**config.mk**
```make
export PLATFORM = sky130hd
export DESIGN_NAME = uart_tx_arbiter
export DESIGN_NICKNAME = d
export VERILOG_FILES = /design/src/rtl/uart_tx_arbiter.sv
export SDC_FILE = /design/constraint.sdc
export NUM_CORES = 1
export LEC_CHECK = 0
export ABC_AREA = 0
export CAP_MARGIN = 20
export CELL_PAD_IN_SITES_DETAIL_PLACEMENT = 0
export CELL_PAD_IN_SITES_GLOBAL_PLACEMENT = 1
export CORE_AREA = 2 2 73 75
export CTS_BUF_LIST = sky130_fd_sc_hd__clkbuf_4 sky130_fd_sc_hd__clkbuf_8
export DETAILED_ROUTE_END_ITERATION = 8
export DIE_AREA = 0 0 75 77
export HOLD_SLACK_MARGIN = 0.06
export PLACE_DENSITY_LB_ADDON = 0.1
export SLEW_MARGIN = 30
export SYNTH_ARGS = -nofsm -noshare
export SYNTH_HDL_FRONTEND = slang
export SYNTH_SLANG_ARGS = --single-unit
```
**constraint.sdc**
```tcl
create_clock -name clk -period 2.1 [get_ports clk]
set_clock_uncertainty 0.05 [all_clocks]
set_input_delay 0.315 -clock clk [delete_from_list [all_inputs] [get_ports clk]]
set_output_delay 0.315 -clock clk [all_outputs]
set_load 0.02 [all_outputs]
```
**src/rtl/uart_tx_arbiter.sv**
```systemverilog
// Round-robin arbiter sharing one UART transmitter among NUM_REQ byte sources, with a tx_done watchdog.
// Optional burst lock is enabled by defining UART_TX_ARB_LOCK_EN.
module uart_tx_arbiter #(
    parameter int NUM_REQ        = 4,
    parameter int TIMEOUT_CYCLES = 4096,
    localparam int IDX_W         = $clog2(NUM_REQ)
) (
    input  logic                 clk,
    input  logic                 rst,
    input  logic [NUM_REQ-1:0]   req,
    input  logic [NUM_REQ*8-1:0] req_data,
    input  logic [NUM_REQ-1:0]   req_last,
    output logic [NUM_REQ-1:0]   grant,
    output logic                 tx_start,
    output logic [7:0]           tx_data,
    input  logic                 tx_busy,
    input  logic                 tx_done,
    output logic [IDX_W-1:0]     owner,
    output logic                 active,
    output logic                 err_timeout
);

    localparam int CNT_W = $clog2(TIMEOUT_CYCLES);

    typedef enum logic {IDLE, WAIT_DONE} state_t;

    state_t               state, state_d;
    logic [IDX_W-1:0]     rr, rr_d, owner_d;
    logic [NUM_REQ-1:0]   grant_d;
    logic                 tx_start_d, err_d;
    logic [7:0]           tx_data_d;
    logic [CNT_W-1:0]     cnt, cnt_d;
    logic [IDX_W-1:0]     win_idx;
    logic                 win_vld;

`ifdef UART_TX_ARB_LOCK_EN
    logic                 last_q, last_d;
`else
    logic                 unused_req_last;
    assign unused_req_last = ^req_last;
`endif

    // Scan downward so the requester closest after rr is the last one written and wins.
    always_comb begin
        int s;
        win_idx = '0;
        win_vld = 1'b0;
        for (int k = NUM_REQ; k >= 1; k--) begin
            s = int'(rr) + k;
            if (s >= NUM_REQ) s = s - NUM_REQ;
            if (req[s]) begin
                win_idx = IDX_W'(s);
                win_vld = 1'b1;
            end
        end
    end

    always_comb begin
        state_d    = state;
        rr_d       = rr;
        owner_d    = owner;
        grant_d    = '0;
        tx_start_d = 1'b0;
        tx_data_d  = tx_data;
        err_d      = 1'b0;
        cnt_d      = cnt;
`ifdef UART_TX_ARB_LOCK_EN
        last_d     = last_q;
`endif
        case (state)
            IDLE: begin
                if (win_vld && !tx_busy) begin
                    grant_d    = NUM_REQ'(1) << win_idx;
                    tx_start_d = 1'b1;
                    tx_data_d  = req_data[win_idx*8 +: 8];
                    owner_d    = win_idx;
                    cnt_d      = '0;
                    state_d    = WAIT_DONE;
`ifdef UART_TX_ARB_LOCK_EN
                    last_d     = req_last[win_idx];
`endif
                end
            end
            WAIT_DONE: begin
                if (tx_done) begin
                    rr_d    = owner;
                    cnt_d   = '0;
                    state_d = IDLE;
`ifdef UART_TX_ARB_LOCK_EN
                    // Mid-burst: hand the transmitter straight back to the owner.
                    if (!last_q && req[owner]) begin
                        grant_d    = NUM_REQ'(1) << owner;
                        tx_start_d = 1'b1;
                        tx_data_d  = req_data[owner*8 +: 8];
                        last_d     = req_last[owner];
                        state_d    = WAIT_DONE;
                    end
`endif
                end else if (cnt == CNT_W'(TIMEOUT_CYCLES - 1)) begin
                    err_d   = 1'b1;
                    rr_d    = owner;
                    cnt_d   = '0;
                    state_d = IDLE;
                end else begin
                    cnt_d = cnt + 1'b1;
                end
            end
            default: state_d = IDLE;
        endcase
    end

    always_ff @(posedge clk or posedge rst) begin
        if (rst) begin
            state       <= IDLE;
            rr          <= IDX_W'(NUM_REQ - 1);
            owner       <= '0;
            grant       <= '0;
            tx_start    <= 1'b0;
            tx_data     <= '0;
            err_timeout <= 1'b0;
            cnt         <= '0;
`ifdef UART_TX_ARB_LOCK_EN
            last_q      <= 1'b0;
`endif
        end else begin
            state       <= state_d;
            rr          <= rr_d;
            owner       <= owner_d;
            grant       <= grant_d;
            tx_start    <= tx_start_d;
            tx_data     <= tx_data_d;
            err_timeout <= err_d;
            cnt         <= cnt_d;
`ifdef UART_TX_ARB_LOCK_EN
            last_q      <= last_d;
`endif
        end
    end

    assign active = (state == WAIT_DONE);

endmodule

```
==> impl_metrics.csv <==
group,metric,value,unit
run_status,status,"completed",
power_and_ir_drop,p_leak,1.03,nW
clock_tree,clock_sinks,31,
synth,avgSynthCellArea,9.72,um^2
synth,synth_cell_types,32,
synth,synth-xor-area-share,0.0110,
floorplan,core_area,0.00498,mm^2
clock_tree,hold_buffers,0,
final_layout,multi_input_area,769,um^2
routing,drcViolationCount,0,
clock_tree,numCtsBuffers,5,
clock_tree,post-cts-setup-buffer-count,0,
floorplan,die_area,0.00578,mm^2
global_routing,grt_max_degree,32,
synth,synth_top_family_by_area,"simple AND/OR/NAND/NOR gates",
final_layout,syn_to_final_growth,50.8,%
timing,slew_headroom,0.729,
synth,yosysSeqAreaShare,0.488,
routing,viasPerCell,4.93,
timing,setup-violations-final,0,
place,dp_cells,293,
global_routing,grt.overflow.total,0,
final_layout,num-fill-cells,471,
final_layout,final_cells,301,
final_layout,seqCellArea,778,um^2
clock_tree,clk_path_buf_depth,2,
critical_path,path_max_fanout,5,
synth,syn_nets,209,
final_layout,n_antenna_cell,0,
place,dp_hpwl,3080,um
floorplan,die_height,77,um
power_and_ir_drop,pwr_density_cell,941,mW/mm^2
critical_path,cp-start-kind,"register",
routing,postRouteAntennaNets,0,
final_layout,fin_area,0.00240,mm^2
power_and_ir_drop,max-vdd-ir-drop,0.473,mV
timing,hold_viol,0,
min_path,hold_class,"in -> async",
synth,synth_cells,164,
place,globalplace.congestion,0.783,
final_layout,layout-drive-gt1-share,0.113,
synth,yosys.area_share.simple,0.183,
global_routing,grt_use_total,0.153,
global_routing,grt_pass1_wl,6780,um
place,port_buffers,56,
timing,fin_tns_setup,0,ns
routing,drt-pass1-iter-count,4,
critical_path,cp-end-kind,"register",
critical_path,crit_type,"reg -> reg",
global_routing,grt_antenna_before_repair,0,
timing,max_freq,522,MHz
routing,wire_per_inst,13.8,um
floorplan,start_util,0.320,
final_layout,fin_util,0.483,
floorplan,std_cell_rows,26,
synth,yosys_warnings,0,
timing,tightest_slew,0.407,ns
routing,drt-initial-drc-count,89,
power_and_ir_drop,finalPower,0.00226,W
synth,synth_adder_area_share,0.00785,
timing,rsz0062_at_grt,"no",
global_routing,grt_pass1_vias,1462,
routing,via_count,1483,
critical_path,cp.arrival,2.08,ns
synth,synth_area,0.00159,mm^2
timing,fin_crit_sh,0.912,
critical_path,crit_required,2.27,ns
timing,layout_min_cycle_time,1.91,ns
synth,synth.area.mux_share,0.121,
floorplan,fp.dieW,75,um
synth,synth-compound-area-share,0.157,
clock_tree,clock_latency,0.29,ns
routing,wl,4150,um
clock_tree,clk_pin_slew_worst_paths,0.07,ns
clock_tree,cts_root_buf,"clkbuf_8",
clock_tree,cts_tree,"yes",
final_layout,nets,275,
clock_tree,cts_resized,0,
synth,ys_seq_elements,31,
timing,slew_viol_final,0,
place,place_area,0.00231,mm^2
clock_tree,htreeDepth,2,
flow_run,drv_cap,0,
floorplan,ios,61,
## where the power goes
part / switching, W / internal, W
sequential: 0.0000963 / 0.000744
combinational: 0.000456 / 0.000486
clock: 0.000220 / 0.000258
total: 0.000772 / 0.00149
## final cells by class
type,count,share of cell area
Clock inverter,1,0.00208
Clock buffer,7,0.0349
Sequential cell,31,0.324
Tap cell,70,0.0364
Inverter,5,0.00781
Timing Repair Buffer,66,0.275
Multi-Input combinational cell,121,0.320
## critical path, stage by stage (launching register included)
cell and delay, ns:
dfrtp_1 0.42, ha_1 0.22, nand3_1 0.21, nor4_1 0.42
o21ai_0 0.23, mux2_2 0.31
## final timing paths
| path | endpoint | slack (ns) | cells past startpoint | start |
|---|---|---|---|---|
| min in group clk | owner[1] | 0.44 | 2 | owner[1] |
| max in group asynchronous | rr[1] | 1.31 | 3 | rst |
| worst min-delay path | cnt[4] | 0.36 | 3 | rst |
| worst max register to register | rr[1] | 0.19 | 5 | cnt[0] |
| worst min register to register | owner[1] | 0.44 | 2 | owner[1] |
| worst max-delay path | rr[1] | 0.19 | 5 | cnt[0] |
## layer usage
layer	up-vias	global-route usage	part of all wire
li1	722	-	-
met1	713	0.205	0.47
met3	6	0.0447	0.059
met2	42	0.231	0.46
met5	-	0	0
met4	0	0.0589	0.014
## registers in the layout, indices dropped and copies added (netlist names)
name,flops
cnt,12
tx_data,8
grant,4
owner,2
rr,2
active,1
err_timeout,1
tx_start,1
## logic make-up after synthesis
group	count (synthesis)
AO/OA/AOI/OAI	35
adder cells (fa/ha/maj)	1
buffers and inverters	12
XOR/XNOR	2
AND/OR/NAND/NOR	64
flip-flops	31
multiplexers	19
## per-stage QoR
stage / worst slack [ns] / hold slack [ns]
after floorplan: 0.321 / 0.367
after global placement: 0.123 / 0.422
after detailed placement: 0.00101 / 0.423
after CTS: 0.181 / 0.377
after global routing: 0.0199 / 0.401
final: 0.186 / 0.363
## synthesized netlist by cell type
master	n	area, um^2
nand4_1	1	6.26
o221ai_1	8	70.1
o21bai_1	1	7.51
nor3b_1	1	7.51
dfrtp_1	29	726
o21ai_0	14	70.1
o41ai_4	1	27.5
a21oi_1	3	15.0
nor3_1	3	15.0
inv_2	1	3.75
mux2_2	2	22.5
or4_4	1	11.3
nand2b_1	3	18.8
mux2i_1	17	170
xor2_1	2	17.5
a31oi_1	2	12.5
o211ai_1	1	7.51
dfstp_2	2	52.6
ha_1	1	12.5
buf_2	5	25.0
a22o_1	1	8.76
nand2_1	25	93.8
nor4_1	2	12.5
nand3_1	7	35.0
o41ai_1	1	8.76
a21boi_1	1	7.51
nor2_1	16	60.1
or3_1	2	12.5
nor2b_1	3	18.8
o31ai_1	2	15.0
inv_1	4	15.0
clkbuf_1	2	7.51
## layout by cell type (no fill, tap or decap)
cell type	synthesis	routed
or3_1	2	2
nor2_1	16	16
o221ai_1	8	8
o41ai_1	1	1
nor3_1	3	2
o21bai_1	1	1
dfstp_2	2	2
or4_4	1	1
nor3_2	0	1
a21oi_1	3	3
buf_4	0	8
dfrtp_1	29	29
ha_1	1	1
o41ai_4	1	1
o21ai_0	14	14
nand2b_1	3	3
clkbuf_4	0	2
nand2_1	25	25
clkdlybuf4s50_1	0	56
mux2_2	2	2
xor2_1	2	2
a22o_1	1	1
o31ai_1	2	2
clkbuf_8	0	5
buf_12	0	2
nand3_1	7	7
nor3b_1	1	1
o211ai_1	1	1
nor4_1	2	2
inv_2	1	1
nor2b_1	3	3
a31oi_1	2	2
nand4_1	1	1
a21boi_1	1	1
mux2i_1	17	17
inv_1	4	4
clkinv_2	0	1
Note: power is estimated with default switching activity, not from simulation.
